## src/rtl/regs_pkg.sv

```systemverilog
// Shared constants and types for the datapath register file.
// The module parameters of regs and regs_bank default to these values.
package regs_pkg;

    localparam int unsigned BUS_WIDTH = 32;
    localparam int unsigned REGS_NUM  = 16;
    localparam int unsigned ADDR_BITS = $clog2(REGS_NUM);

    typedef logic [BUS_WIDTH-1:0] reg_word_t;

endpackage

```

## src/rtl/regs_bank.sv

```systemverilog
// Register storage with write-address decode and a combinational read mux.
// Word 0 is never written, so it always holds the zero it was cleared to.
module regs_bank
    import regs_pkg::*;
#(
    parameter int unsigned BUS_WIDTH = regs_pkg::BUS_WIDTH,
    parameter int unsigned REGS_NUM  = regs_pkg::REGS_NUM,
    parameter int unsigned IDX_BITS  = $clog2(REGS_NUM)
) (
    input  logic                 clk,
    input  logic                 nreset,
    input  logic [BUS_WIDTH-1:0] addr_write,
    input  logic [BUS_WIDTH-1:0] data_write,
    input  logic [IDX_BITS-1:0]  rd_idx,
    output logic [BUS_WIDTH-1:0] rd_data
);

    logic [BUS_WIDTH-1:0] mem [REGS_NUM];
    logic                 wr_en;
    logic [IDX_BITS-1:0]  wr_idx;

    // Full-width compare so out-of-range addresses never alias into the array.
    always_comb begin
        wr_en  = (addr_write != '0) && (addr_write < BUS_WIDTH'(REGS_NUM));
        wr_idx = addr_write[IDX_BITS-1:0];
    end

    always_ff @(posedge clk or posedge nreset) begin
        if (nreset) begin
            for (int unsigned i = 0; i < REGS_NUM; i++) begin
                mem[i] <= '0;
            end
        end else if (wr_en) begin
            mem[wr_idx] <= data_write;
        end
    end

    always_comb begin
        rd_data = mem[rd_idx];
    end

endmodule

```

## src/rtl/regs.sv

```systemverilog
// General-purpose register file: one write port, one registered read port
// with write-first bypass and a ready flag for in-range read addresses.
module regs
    import regs_pkg::*;
#(
    parameter int unsigned BUS_WIDTH = regs_pkg::BUS_WIDTH,
    parameter int unsigned REGS_NUM  = regs_pkg::REGS_NUM
) (
    input  logic                 clk,
    input  logic                 nreset,
    input  logic [BUS_WIDTH-1:0] addr_write,
    input  logic [BUS_WIDTH-1:0] data_write,
    input  logic [BUS_WIDTH-1:0] addr_read,
    output logic [BUS_WIDTH-1:0] data_read,
    output logic                 ready
);

    localparam int unsigned IDX_BITS = $clog2(REGS_NUM);

    logic [BUS_WIDTH-1:0] bank_rd_data;
    logic [BUS_WIDTH-1:0] rd_next;
    logic                 rd_valid;
    logic                 wr_valid;
    logic                 bypass;

    regs_bank #(
        .BUS_WIDTH (BUS_WIDTH),
        .REGS_NUM  (REGS_NUM),
        .IDX_BITS  (IDX_BITS)
    ) u_bank (
        .clk        (clk),
        .nreset     (nreset),
        .addr_write (addr_write),
        .data_write (data_write),
        .rd_idx     (addr_read[IDX_BITS-1:0]),
        .rd_data    (bank_rd_data)
    );

    // Bypass only for writes that actually land, so address 0 still reads 0.
    always_comb begin
        rd_valid = addr_read < BUS_WIDTH'(REGS_NUM);
        wr_valid = (addr_write != '0) && (addr_write < BUS_WIDTH'(REGS_NUM));
        bypass   = wr_valid && (addr_write == addr_read);
        rd_next  = '0;
        if (bypass) begin
            rd_next = data_write;
        end else if (rd_valid) begin
            rd_next = bank_rd_data;
        end
    end

    always_ff @(posedge clk or posedge nreset) begin
        if (nreset) begin
            data_read <= '0;
            ready     <= 1'b0;
        end else begin
            data_read <= rd_next;
            ready     <= rd_valid;
        end
    end

endmodule

```

## config.mk

```make
export PLATFORM = sky130hd
export DESIGN_NAME = regs
export DESIGN_NICKNAME = d
export VERILOG_FILES = /design/src/rtl/regs_pkg.sv /design/src/rtl/regs_bank.sv /design/src/rtl/regs.sv
export SDC_FILE = /design/constraint.sdc
export NUM_CORES = 1
export LEC_CHECK = 0
export ABC_AREA = 1
export CORE_ASPECT_RATIO = 0.9
export CORE_MARGIN = 10
export CORE_UTILIZATION = 55
export DETAILED_ROUTE_END_ITERATION = 7
export GPL_ROUTABILITY_DRIVEN = 0
export PLACE_DENSITY = 0.85
export SETUP_SLACK_MARGIN = 0.2
export SKIP_LAST_GASP = 1
export SYNTH_ARGS = -nofsm -noshare
export SYNTH_HDL_FRONTEND = slang
export SYNTH_SLANG_ARGS = --single-unit
```

## constraint.sdc

```tcl
create_clock -name clk -period 18.9 [get_ports clk]
set_input_delay 4.725 -clock clk [delete_from_list [all_inputs] [get_ports clk]]
set_output_delay 4.725 -clock clk [all_outputs]
set_load 0.02 [all_outputs]
```

# Word level (Yosys, flattened, before mapping)
# Cells that the tools add are included.
# word_totals
ff_bits	545
in_bits	98
# op_classes
order_cmp	5
n_eq_ne	1
muxes	8
bitwise	2
reduce_logical	4
# op_table
cell	n
bitwise mux 512 bit	1
2-to-1 mux 32 bit	5
binary-select mux 32 bit (select 4 bit)	1
demux 32 bit (select 4 bit)	1
< comparator 32 x 5 -> 1 bit, second input constant	2
equality test 32 bit	1
nonzero test 32 bit	1
>= comparator 5 bit, second input constant	2
NOT 4 -> 5 bit	2
< comparator 5 x 1 -> 1 bit, second input constant	1
logical AND 1 bit	3

# Logic depth before layout (Yosys ltp)
# depth
word_depth	6
ltp_mapped	13
ltp_nobuf	12

# Hierarchy
# From an unflattened synthesis, not the netlist that was laid out.
# hier_totals
hier_cells	3790
hier_area_um2	28024.4
# modules_own_cells
mod	n_inst	cells_per_inst	area_each_um2
regs_bank	1	3353	25484.4
regs	1	437	2539.9

# Worst setup path before layout
# OpenSTA, ideal clock, no wires.
# synth_timing
path_type	input port to flip-flop
startpoint	in addr_write[17]
endpoint	reg u_bank.mem[224] (netlist name)
arrival_time_ns	5.909
required_ns	18.783
slack_ns	12.874
path_stages	11
path_cell_list	or2_1 nor2_1 nand2_1 nor2_1 nand4_1 inv_2 buf_2 nand2_1 buf_2 nand2_1 nand2_1
# synth_via
elab_chain_len	2
# synth_lines
item	line_no	source
start: declaration	regs.sv:11	input logic [BUS_WIDTH-1:0] addr_write,
< comparator 32 x 5 -> 1 bit / nonzero test 32 bit (equally long branches)	regs_bank.sv:24	wr_en = (addr_write != '0) && (addr_write < BUS_WIDTH'(REGS_NUM));
logical AND 1 bit (*)	regs_bank.sv:24	
end signal: indexed assignment	regs_bank.sv:34	mem[wr_idx] <= data_write;
end: declaration	regs_bank.sv:18	logic [BUS_WIDTH-1:0] mem [REGS_NUM];
# Every way passes the cells marked *; elsewhere a longest branch is shown, timed or not.
# A chain may end at the register's enable or synchronous reset.

# Worst setup path in the final report
# layout_timing
startpoint	in addr_write[17]
endpoint	reg u_bank.mem[408] (netlist name)
# The elaborated chain is that of the path after synthesis.

==> key figures <==
Place
  • DP Wirelength: roughly 45000 µm
  • Port Buf Inserts: 130
  • Worst slack, placed: about 9800 ps
  • Dpl cells: ~4100

Yosys
  • Post-synth EDFFs: 0
  • Synth top area share: about half
  • Post-Synthesis Cell Area: between 0.02 and 0.03 mm²
  • Syn_area_per_cell: roughly 7.4 µm²
  • Post-synth cell types: 23
  • Synthesis Warnings: 0
  • Largest cells by area after synthesis: dfrtp_1, nand2_1, nand3_1, clkbuf_1, buf_2
  • Top FF cell, synth: dfrtp_1
  • Cells after Synth: about 3700
  • Flop and latch count out of synthesis: around 550
  • Sequential fraction of the synthesis area: 50.61%
  • Count leader, synth: nand2_1
  • Async set or reset register ratio after synthesis: 100.0%
  • Syn Nets: 3757
  • Yosys top cell by area: dfrtp_1
  • Synth top cells by count: nand2_1, nand3_1, dfrtp_1, clkbuf_1, buf_2

Floorplan
  • Std-Cell Core Area: ~0.048 mm²
  • Chip height: around 230 µm
  • # rows: 76
  • Initial Util: a little under three fifths
  • Die area: roughly 0.06 mm²
  • I/O pin cnt: around 130
  • Die X: around 250 µm

Routing
  • Initial DRC count: ~4300
  • WL per Instance: about 21 µm
  • Vias per cell: approximately 6
  • DRT antenna net count: 0
  • Routed wire length: 88740 µm
  • Residual DRC count: 2
  • Length of the first detailed-routing pass in iterations: 8
  • Via count: roughly 26000

Cells and area
  • Multi-input logic area: 0.01182 mm²
  • Post-route core utilization: between 60 and 70%
  • FF+latch area: around 0.014 mm²
  • Non-Filler Instances: roughly 4200
  • Final net count: 3624
  • Fillers: between 4000 and 5000
  • Layout cells sized above 1: 4.683%
  • Growth of design area from synthesis to finish: 10.91%

Setup path
  • Critical path class: input pin to register
  • CP Launch Type: input pin
  • CP max stage cell: inv_8
  • Worst Path Required: around 19000 ps
  • CP cell instances: clkdlybuf4s50_1 -> or2_1 -> nor2_1 -> nand2_1 -> nor2_1 -> nand4_1 -> inv_8 -> buf_4 -> buf_4 -> nand2_2 -> nand2_1 -> nand2_1
  • CP delay by family, top: buffers and inverters
  • WP data arrival: around 9000 ps
  • Critical Path Sink Type: register
  • Reg-to-reg setup timing slack: roughly 17000 ps
  • Most used cell along the critical path: nand2_1
  • Worst Path Buf+Inv: 4
  • CP peak stage delay: ~700 ps
  • Crit path max fanout: 163

Power
  • Psw: 0.0005993 W
  • Switching share of power: around 24%
  • Pwr Total: around 0.0025 W
  • Peak VDD IR: approximately 0.000065 V
  • Clock Power Share: a little under half
  • Power Dens Cells: 82.36 mW/mm²
  • Internal power: about 0.0019 W
  • P_leak: 15.51 nW
  • Comb power frac: under 10%
  • Reg power frac: 47.4%

Clock network
  • CTS tree: built
  • Post-CTS setup buffers: 0
  • Clock sinks: 545
  • CTS root buf: clkbuf_16
  • Cts repair resizes: 0
  • Clk pin slew, worst setup/hold paths: 60 ps
  • Htree depth: 2
  • CTS buffer count: between 50 and 60
  • Post-CTS Hold Buffers: 0
  • Clock latency on the worst-skew pair: roughly 620 ps
  • Clock Path Buffers: 3

Global routing
  • First-pass GRT wire length: about 140000 µm
  • Initial antenna violation count: 8
  • Gr usage total: a little under a third
  • Vias in the first global route: 24450
  • Largest net degree at the start of global routing: approximately 180
  • Global route overflow: 0

Timing
  • TNS Setup: 0 ps
  • Skew final: roughly 16 ps
  • Setup Viol. Count Final: 0
  • Max Slew Vio Count: 0
  • Tcrit/Tclk final: a little under half
  • Worst Setup Slack, final: around 10000 ps
  • Worst slew pin tran: between 1000 and 1500 ps
  • Fmax: about 120 MHz
  • Fin crit period: approximately 8600 ps
  • RSZ-0062 raised after global routing: no
  • Final Hold Viols: 0
  • Relative slew slack: between 10% and 20%

Job
  • Max Cap Viol: 0

Outcome
  • Status: finished, violations left
  • Failing checks: DRC

Min path
  • Worst hold path class: register to register
-- metrics by stage --
step / instance area [µm²] / hold WS, ps
2_1_floorplan: 26950 / 424.0
4_1_cts: 29870 / 377.1
6_report: 29880 / 375.8
3_3_place_gp: 28040 / 359.9
3_5_place_dp: 28040 / 363.5
5_1_grt: 29880 / 390.0
-- power by group through the flow --
| stage | clock network (W) | logic, W | registers, W |
|---|---|---|---|
| 5_1_grt | 0.00116 | 0.000193 | 0.00117 |
| 4_1_cts | 0.00111 | 0.000177 | 0.00117 |
| 6_report | 0.00111 | 0.000181 | 0.00117 |
| 3_3_place_gp | 0 | 0.000175 | 0.00119 |
| 3_5_place_dp | 0 | 0.000176 | 0.00119 |
| 2_1_floorplan | 0 | 0.000107 | 0.00119 |
-- worst reg2reg max path, cell delays in order (launching register included) --
cell and delay (ps):
dfrtp_1 380, nand2_1 70, nand3_1 90, nand3_1 130, nand2_1 100, o21a_1 170
nand3_1 90, nand2_1 220
-- registers in the layout, indices dropped and copies added, names as in the netlist --
signal	cells
u_bank.mem	512
data_read	32
ready	1
-- layout by cell type (no fill, tap or decap), types with 2 or more instances in the layout --
master,synthesis,routed
dfrtp_1,545,545
o21ai_0,8,8
nor3_1,3,3
clkbuf_16,0,55
diode_2,0,5
nor2_4,0,18
inv_2,5,3
or2_1,2,2
clkdlybuf4s50_1,0,127
bufinv_16,0,3
o21a_1,31,31
inv_8,0,2
inv_1,45,43
xnor2_1,19,19
and2_1,2,2
nand4_1,4,4
nand2_1,1609,1594
clkbuf_1,208,11
nor2_1,61,43
clkinv_2,0,5
buf_12,0,2
o211ai_1,2,2
nand2_2,0,15
nor4_1,5,5
nand3_1,958,957
buf_4,1,36
clkbuf_8,0,20
-- worst paths after layout --
kind                                             start                     endpoint  cells after the start
setup / recovery                        addr_write[17]  u_bank.mem[408]$_DFFE_PP0P_                     12
hold / removal             u_bank.mem[510]$_DFFE_PP0P_  u_bank.mem[510]$_DFFE_PP0P_                      0
setup reg to reg           u_bank.mem[223]$_DFFE_PP0P_      data_read[31]$_DFF_PP0_                      7
hold reg to reg            u_bank.mem[510]$_DFFE_PP0P_  u_bank.mem[510]$_DFFE_PP0P_                      0
max in group asynchronous                       nreset  u_bank.mem[231]$_DFFE_PP0P_                      4
min in group asynchronous                       nreset  u_bank.mem[253]$_DFFE_PP0P_                      2
-- cell families (layout without fill, tap and decap cells) --
kind of cell	count (synthesis)	in the layout	synth area share [%]
compound gates	42	42	1.087
xor+xnor	19	19	0.6176
buf+inv	406	313	6.194
flops	545	545	50.61
other cells	0	5	0
simple gates	2647	2647	41.49
-- metal layers --
| layer | track usage [%] | up-vias | part of all wire [%] | routed length, µm |
|---|---|---|---|---|
| li1 | - | 11420 | - | - |
| met1 | 40.01 | 12140 | 38 | 33340 |
| met2 | 44.68 | 1898 | 44 | 38780 |
| met3 | 8.390 | 313 | 14 | 12490 |
| met4 | 14.63 | 4 | 4.6 | 4095 |
| met5 | 0 | - | 0.039 | 35 |
-- final cells by class --
cell class / count / area share, %
antenna: 5 / 0.04187
tap: 624 / 2.613
timing repair buffer: 167 / 5.355
multi-input combinational: 2708 / 39.54
clock buffer: 85 / 5.619
clock inverter: 11 / 0.4982
inverter: 50 / 0.6992
sequential: 545 / 45.64
Power figures use the tool's default switching activity.
